File: src/rtl/apb_gpio_seq.sv
// APB-programmed GPIO pattern sequencer: a command FIFO of {data, hold} entries played onto seq_out.
// Optional macro GPIO_SEQ_LOOP_EN enables LOOP mode, which replays the stored entries until STOP.
module apb_gpio_seq #(
  parameter int APB_ADDR_WIDTH = 12,
  parameter int FIFO_DEPTH     = 4
) (
  input  logic                      HCLK,
  input  logic                      HRESETn,
  input  logic [APB_ADDR_WIDTH-1:0] PADDR,
  input  logic [31:0]               PWDATA,
  input  logic                      PWRITE,
  input  logic                      PSEL,
  input  logic                      PENABLE,
  output logic [31:0]               PRDATA,
  output logic                      PREADY,
  output logic                      PSLVERR,
  output logic [31:0]               seq_out,
  output logic                      seq_active,
  output logic                      seq_done
);
  localparam int AW = $clog2(FIFO_DEPTH);

  typedef enum logic [1:0] {IDLE, LOAD, HOLD} state_t;

  state_t        state;
  logic [47:0]   mem [FIFO_DEPTH];
  logic [AW-1:0] wptr, rptr, rd_idx;
  logic [AW:0]   level;
  logic [7:0]    level8;
  logic [15:0]   hold_val, cnt;
  logic [47:0]   head;
  logic [2:0]    addr;
  logic          wr, rd, ctrl_wr, start, stop, push, pop, push_ok, ovf_set;
  logic          empty, full, busy, overflow, loop;
  logic          unused_paddr;

  assign addr         = PADDR[4:2];
  assign unused_paddr = ^{PADDR[APB_ADDR_WIDTH-1:5], PADDR[1:0]};
  assign wr           = PSEL & PENABLE & PWRITE;
  assign rd           = PSEL & PENABLE & ~PWRITE;
  assign ctrl_wr      = wr && (addr == 3'd0);
  assign start        = ctrl_wr & PWDATA[0];
  assign stop         = ctrl_wr & PWDATA[1];
  assign push         = wr && (addr == 3'd3);

  assign empty  = (level == '0);
  assign full   = (level == (AW+1)'(FIFO_DEPTH));
  assign busy   = (state != IDLE);
  assign level8 = 8'(level);

  // In LOOP mode the head is only read; otherwise LOAD consumes it.
  assign pop     = (state == LOAD) && !stop && !loop;
  assign push_ok = push && !stop && (!full || pop);
  assign ovf_set = push && full && !pop;
  assign head    = mem[rd_idx];

  assign PREADY     = 1'b1;
  assign PSLVERR    = 1'b0;
  assign seq_active = busy;

`ifdef GPIO_SEQ_LOOP_EN
  logic [AW-1:0] lidx;

  always_ff @(posedge HCLK or negedge HRESETn) begin
    if (!HRESETn) begin
      loop <= 1'b0;
      lidx <= '0;
    end else begin
      if (ctrl_wr) loop <= PWDATA[2];
      if (stop || state == IDLE)
        lidx <= '0;
      else if (state == LOAD && loop)
        lidx <= ({1'b0, lidx} + (AW+1)'(1) == level) ? '0 : lidx + AW'(1);
    end
  end

  assign rd_idx = loop ? rptr + lidx : rptr;
`else
  assign loop   = 1'b0;
  assign rd_idx = rptr;
`endif

  always_ff @(posedge HCLK) begin
    if (push_ok) mem[wptr] <= {PWDATA, hold_val};
  end

  always_ff @(posedge HCLK or negedge HRESETn) begin
    if (!HRESETn) begin
      wptr     <= '0;
      rptr     <= '0;
      level    <= '0;
      overflow <= 1'b0;
      hold_val <= '0;
    end else begin
      if (wr && addr == 3'd2) hold_val <= PWDATA[15:0];
      // A new overflow in the same cycle as a STATUS read keeps the flag set.
      if (ovf_set)
        overflow <= 1'b1;
      else if (rd && addr == 3'd1)
        overflow <= 1'b0;
      if (stop) begin
        wptr  <= '0;
        rptr  <= '0;
        level <= '0;
      end else begin
        if (push_ok) wptr <= wptr + AW'(1);
        if (pop)     rptr <= rptr + AW'(1);
        case ({push_ok, pop})
          2'b10:   level <= level + (AW+1)'(1);
          2'b01:   level <= level - (AW+1)'(1);
          default: level <= level;
        endcase
      end
    end
  end

  always_ff @(posedge HCLK or negedge HRESETn) begin
    if (!HRESETn) begin
      state    <= IDLE;
      seq_out  <= '0;
      cnt      <= '0;
      seq_done <= 1'b0;
    end else begin
      seq_done <= 1'b0;
      case (state)
        IDLE: if (start && !stop && !empty) state <= LOAD;
        LOAD: begin
          if (stop) begin
            state <= IDLE;
          end else begin
            seq_out <= head[47:16];
            cnt     <= head[15:0];
            state   <= HOLD;
          end
        end
        HOLD: begin
          if (stop) begin
            state <= IDLE;
          end else if (cnt != 16'd0) begin
            cnt <= cnt - 16'd1;
          end else if (!empty) begin
            state <= LOAD;
          end else begin
            state    <= IDLE;
            seq_done <= 1'b1;
          end
        end
        default: state <= IDLE;
      endcase
    end
  end

  always_comb begin
    PRDATA = '0;
    case (addr)
      3'd0:    PRDATA = {29'b0, loop, 2'b0};
      3'd1:    PRDATA = {16'b0, level8, 4'b0, overflow, empty, full, busy};
      3'd2:    PRDATA = {16'b0, hold_val};
      3'd4:    PRDATA = seq_out;
      default: PRDATA = '0;
    endcase
  end
endmodule

File: config.mk
export PLATFORM = sky130hd
export DESIGN_NAME = apb_gpio_seq
export DESIGN_NICKNAME = d
export VERILOG_FILES = /design/src/rtl/apb_gpio_seq.sv
export SDC_FILE = /design/constraint.sdc
export NUM_CORES = 1
export LEC_CHECK = 0
export CAP_MARGIN = 25
export CORE_MARGIN = 1
export CORE_UTILIZATION = 55
export CTS_CLUSTER_DIAMETER = 80
export CTS_CLUSTER_SIZE = 28
export DETAILED_ROUTE_END_ITERATION = 8
export PLACE_DENSITY_LB_ADDON = 0.1
export SETUP_SLACK_MARGIN = 0.5
export SYNTH_ARGS = -nofsm -noshare
export SYNTH_HDL_FRONTEND = slang
export SYNTH_SLANG_ARGS = --single-unit
File: constraint.sdc
create_clock -name HCLK -period 3.64 [get_ports HCLK]
set_clock_uncertainty 0.1 [all_clocks]
set_input_delay 0.91 -clock HCLK [delete_from_list [all_inputs] [get_ports HCLK]]
set_output_delay 0.91 -clock HCLK [all_outputs]
set_load 0.05 [all_outputs]
---- Word-level counts from Yosys, hierarchy flattened ----
Memory sizes are Yosys's and may differ from the RTL's.
Index checks and enable logic that the tools add are counted.
word-level totals
  word-level logic and storage cells ...... 90
  bits in registers ....................... 75
  bits in writable memories ............... 192
  memories kept ........................... 1
  bits of input ports ..................... 49
cells by class
  add/sub/neg operators ................... 5
  reduce and logical (&&, ||, !) cells .... 29
  equality and inequality tests ........... 14
  multiplexer cells ....................... 25
  bitwise operators ....................... 7
memory list
  memory  words  bits a word  rd ports  clocked after Yosys merged registers in  wr ports  RTL line  text
  mem     4      48           1         0                                        1         26        logic [47:0] mem [FIFO_DEPTH];
operators with widths
  operator                 count
  $pmux W32 S3             1
  $mux W16                 3
  $pmux W16 S2             1
  $mux W2                  8
  $reduce_bool A16 Y1      1
  $sub A16 B1 Y16 const B  1
  $logic_and A1 B1 Y1      11
  $reduce_bool A2 Y1       5
  $mux W1                  9
  $ne A2 B2 Y1 const B     4
  $eq A3 B2 Y1 const B     2
  $eq A3 B3 Y1 const B     2
  $logic_not A3 Y1         2
  $pmux W2 S3              1
  $pmux W3 S2              1
  $and A1 B1 Y1            5
  $add A2 B1 Y2 const B    2
  $eq A2 B1 Y1 const B     2
  $eq A2 B2 Y1 const B     2
  $logic_not A1 Y1         4
  $reduce_and A2 Y1        2
  $reduce_and A4 Y1        1
  $add A3 B1 Y3 const B    1
  $eq A3 B1 Y1 const B     1
  7 further kinds          8

---- Longest topological paths before layout ----
  word-level depth ........................ 11
  mapped depth ............................ 11
  mapped depth without buffers ............ 8

---- Worst setup path after synthesis ----
No wires, ideal clock.
  kind .................................... input to register
  from .................................... input PWRITE
  to ...................................... memory mem[0][0], enable pin
  data required time ...................... 3.130 ns
  cell stages on the path ................. 6
  path slack .............................. 0.168 ns
  library setup time ...................... 0.410 ns
  arrival time ............................ 2.961 ns
  cell sequence ........................... and4b_1 > clkbuf_1 > nand3_1 > nand2_1 > a21oi_1 > and2_1
between the ends
  word-level cells in the longest chain between the ends .. 9
ends and longest elaborated chain
  element                          RTL line  text
  start, declared                  11        input logic PWRITE,
  $and A1 B1 Y1 *                  39        assign wr = PSEL & PENABLE & PWRITE;
  $logic_and A1 B1 Y1              41        assign ctrl_wr = wr && (addr == 3'd0);
  $and A1 B1 Y1                    43        assign stop = ctrl_wr & PWDATA[1];
  $logic_not A1 Y1                 52, 53
  $logic_and A1 B1 Y1              52        assign pop = (state == LOAD) && !stop && !loop;
  $logic_or A1 B1 Y1               53        assign push_ok = push && !stop && (!full || pop);
  $logic_and A1 B1 Y1 *            53
  $mux W1 *                        84        if (push_ok) mem[wptr] <= {PWDATA, hold_val};
  $mux W1 (not written as such) *  84
  end, declared                    26
Every way passes the cells marked *; elsewhere a longest branch is shown, timed or not.

---- Worst setup path in the final report ----
  from .................................... input PADDR[2]
  to ...................................... output PRDATA[2]
between the ends
  word-level cells in the longest chain between the ends .. 2
ends and longest elaborated chain
  element                               RTL line  text
  start, declared                       9         input logic [APB_ADDR_WIDTH-1:0] PADDR,
  $eq A3 B3 Y1 (tied with other cells)  155       case (addr)
  $pmux W32 S3 *                        155
  end, declared                         14        output logic [31:0] PRDATA,
Marks and branches as above.

==> run metrics <==
port bufs 105; gpl congestion 0.9003; Flop pwr share 0.581; Final ANT Viol Nets 0; reg2reg end cnt[9]; ys async rst share 0.2809; final hold slack 393.4 ps; critical path depth 6; Critical Path RT 2630 ps; CP Class primary input to output pin; Synth area leader edfxtp_1; Internal 4.767 mW; drt drc 0; largest delay contributor family on the critical path buffers and inverters; Num CTS Buffers 13; antenna violations before repair 0; Slew Viols, Final 0; outcome finished clean; critical path fanouts, max 7; top cell type's share of synthesized area 0.5340; Buf/Inv on CP 3; Global Route Usage Sum 0.2398; FF+latch count, synth 267; hpwl dp 14,920 µm; area of the multi-input gates 3009 µm²; DRT iter0 DRCs 573; achievable frequency 329.3 MHz; Cell variety after synth 58; first-pass GRT wire length 36,370 µm; drt pass-1 iters 5; mapped cell area 10,800 µm²; PD cells 498.9 nW/µm²; worst reg2reg setup slack 850 ps; vias after detailed routing 6,350; top post-synthesis cells by count edfxtp_1, nand2_1, dfrtp_1, mux4_2, nor2_1; latest clock arrival within the worst-skew pair 470 ps; Worst-Margin Slew 846.5 ps; Comb pwr share 0.177; crit-path cells clkdlybuf4s15_1 > nor2b_1 > buf_4 > a22oi_1 > o21ai_2 > buf_12; I/O pin count 117; Filler cells 1,261; Synth Instances 686; unrepaired setup endpoints after global routing no; Net Sw Power 1.761 mW; Net Count, Synth 741; endpoints failing setup 0; top cells by area, synth edfxtp_1, dfrtp_1, mux4_2, nand2_1, mux2_2; Reg-to-Reg Start cnt[0]; htree depth 1; most frequent cell after synthesis edfxtp_1; CTS clk-pin slew, worst paths 110 ps; TritonCTS Sinks 267; Sequential Area 7647 µm²; P_leak 4.814 nW; Worst setup SP type primary input; headroom to the max-slew limit 0.4343; Die ar. 20,190 µm²; CTS tree built; pin count of the biggest net entering global routing 52; row count 50; Fin Setup TNS 0 ps; Die W 142.1 µm; nets 849; final hold violations 0; worst r2r path cells 8; Antenna Diode Count 0; Core ar. 18,960 µm²; CP endpoint kind output pin; VDD IR max 0.0003488 V; grt ovf 0; Die Ht 142.1 µm; final period utilization 0.8342; Root Buffer clkbuf_16; Wirelength per Cell 21.73 µm; Max Cap Viol 0; Hold WC Path Type primary input to async pin; synthesized area per cell 15.74 µm²; sequential fraction of the synthesis area 0.7078; final cell utilization of the core 0.6904; fraction of layout cells with a size suffix above 1 0.2278; Clock Tree Buf Depth 3; vias in the first global route 6,627; clock share of power 0.243; Worst Path Arrival 2030 ps; number of flops mapped to enable cells by yosys 192; Top FF cell, synth edfxtp_1; Switching Share 0.2697; Ys Warns 0; Area Growth Syn to Fin 21.21%; Starting Density 0.5696; routed wire length 23,010 µm; Max stage delay on crit path 260 ps; Period minus WS final 3036 ps; Slowest cell on crit path clkdlybuf4s15_1; Via density 5.996
[stage by stage]
step / instance area, µm² / setup slack [ps] / total power, mW / instances
6_report: 13090 / 603.7 / 6.528 / 1059
5_1_grt: 13090 / 505.6 / 6.799 / 1059
4_1_cts: 13060 / 510.6 / 6.576 / 1056
3_5_place_dp: 12680 / 195.3 / 5.007 / 1036
3_3_place_gp: 12680 / 240.7 / 4.924 / 1036
2_1_floorplan: 10850 / 419.8 / 4.576 / 686
[kinds of logic after synthesis]
logic type,count (synthesis),synth area share
flops,267,0.7078
fa+ha+maj,6,0.007649
mux,65,0.1177
buf+inv,50,0.02005
compound gates,78,0.05227
other cells,2,0.0006956
simple gates,214,0.09051
xor+xnor,4,0.003245
[cell type report]
type / count / share of cell area
Sequential cell: 267 / 0.5844
Clock inverter: 3 / 0.001147
Inverter: 8 / 0.002295
Timing Repair Buffer: 135 / 0.1297
Clock buffer: 17 / 0.02763
Tap cell: 260 / 0.02486
Multi-Input combinational cell: 369 / 0.2299
[repair_timing]
action / 4_1_cts / 5_1_grt
resized for setup: 8 / 4
endpoints found under the setup margin: 32 / 9
pin swaps: 0 / 2
buffers inserted: 0 / 3
hold buffers: 0 / 0
[sequential cells by signal (all words and copies together), names as in the netlist]
name,count
mem,192
seq_out,32
cnt,16
hold_val,16
level,3
rd_idx,2
state,2
wptr,2
overflow,1
seq_done,1
[worst max-delay path by stage]
stage	startpoint	endpoint	slack, ps
final	PADDR[2]	PRDATA[2]	600
after global routing	PADDR[2]	PRDATA[2]	510
after CTS	state[1]	seq_active	510
after detailed placement	PADDR[4]	cnt[9]	200
after global placement	PADDR[4]	cnt[9]	240
after floorplan	PADDR[2]	PRDATA[8]	420
[layout by cell type (no fill, tap or decap), types with 3 or more instances in the layout]
| cell | netlist | final |
|---|---|---|
| and2_2 | 0 | 5 |
| a22oi_1 | 16 | 16 |
| and3_1 | 17 | 17 |
| o31a_1 | 3 | 3 |
| mux4_2 | 48 | 48 |
| dfrtp_1 | 75 | 73 |
| o21ai_2 | 0 | 7 |
| nor2_1 | 28 | 19 |
| clkbuf_16 | 0 | 14 |
| o311ai_0 | 6 | 6 |
| clkbuf_1 | 27 | 3 |
| inv_1 | 7 | 7 |
| clkdlybuf4s50_1 | 0 | 68 |
| ha_1 | 5 | 5 |
| o211ai_1 | 4 | 4 |
| nor4_1 | 7 | 7 |
| nand2_1 | 121 | 120 |
| nor2_2 | 0 | 9 |
| nor2b_1 | 5 | 4 |
| o22ai_1 | 3 | 3 |
| mux2_2 | 16 | 16 |
| o21ai_0 | 18 | 11 |
| xnor2_1 | 3 | 3 |
| clkinv_2 | 0 | 3 |
| nand3_1 | 5 | 5 |
| buf_12 | 0 | 40 |
| buf_4 | 3 | 21 |
| a21oi_1 | 11 | 11 |
| edfxtp_1 | 192 | 192 |
| nor3_1 | 9 | 9 |
[layer usage]
layer | vias to the layer above | track usage | share of wire
met5 | - | 0 | 0
met4 | 0 | 0.04980 | 0.016
met3 | 30 | 0.02692 | 0.057
met2 | 204 | 0.4053 | 0.51
met1 | 3303 | 0.3413 | 0.41
li1 | 2813 | - | -
[power groups by stage]
stage	Sequential, mW	Combinational [mW]	Clock [mW]
final	3.79	1.15	1.58
after global placement	3.83	1.10	0
after floorplan	3.76	0.815	0
after global routing	3.83	1.25	1.72
after CTS	3.79	1.16	1.63
after detailed placement	3.86	1.15	0
(Power assumes the default switching activity.)
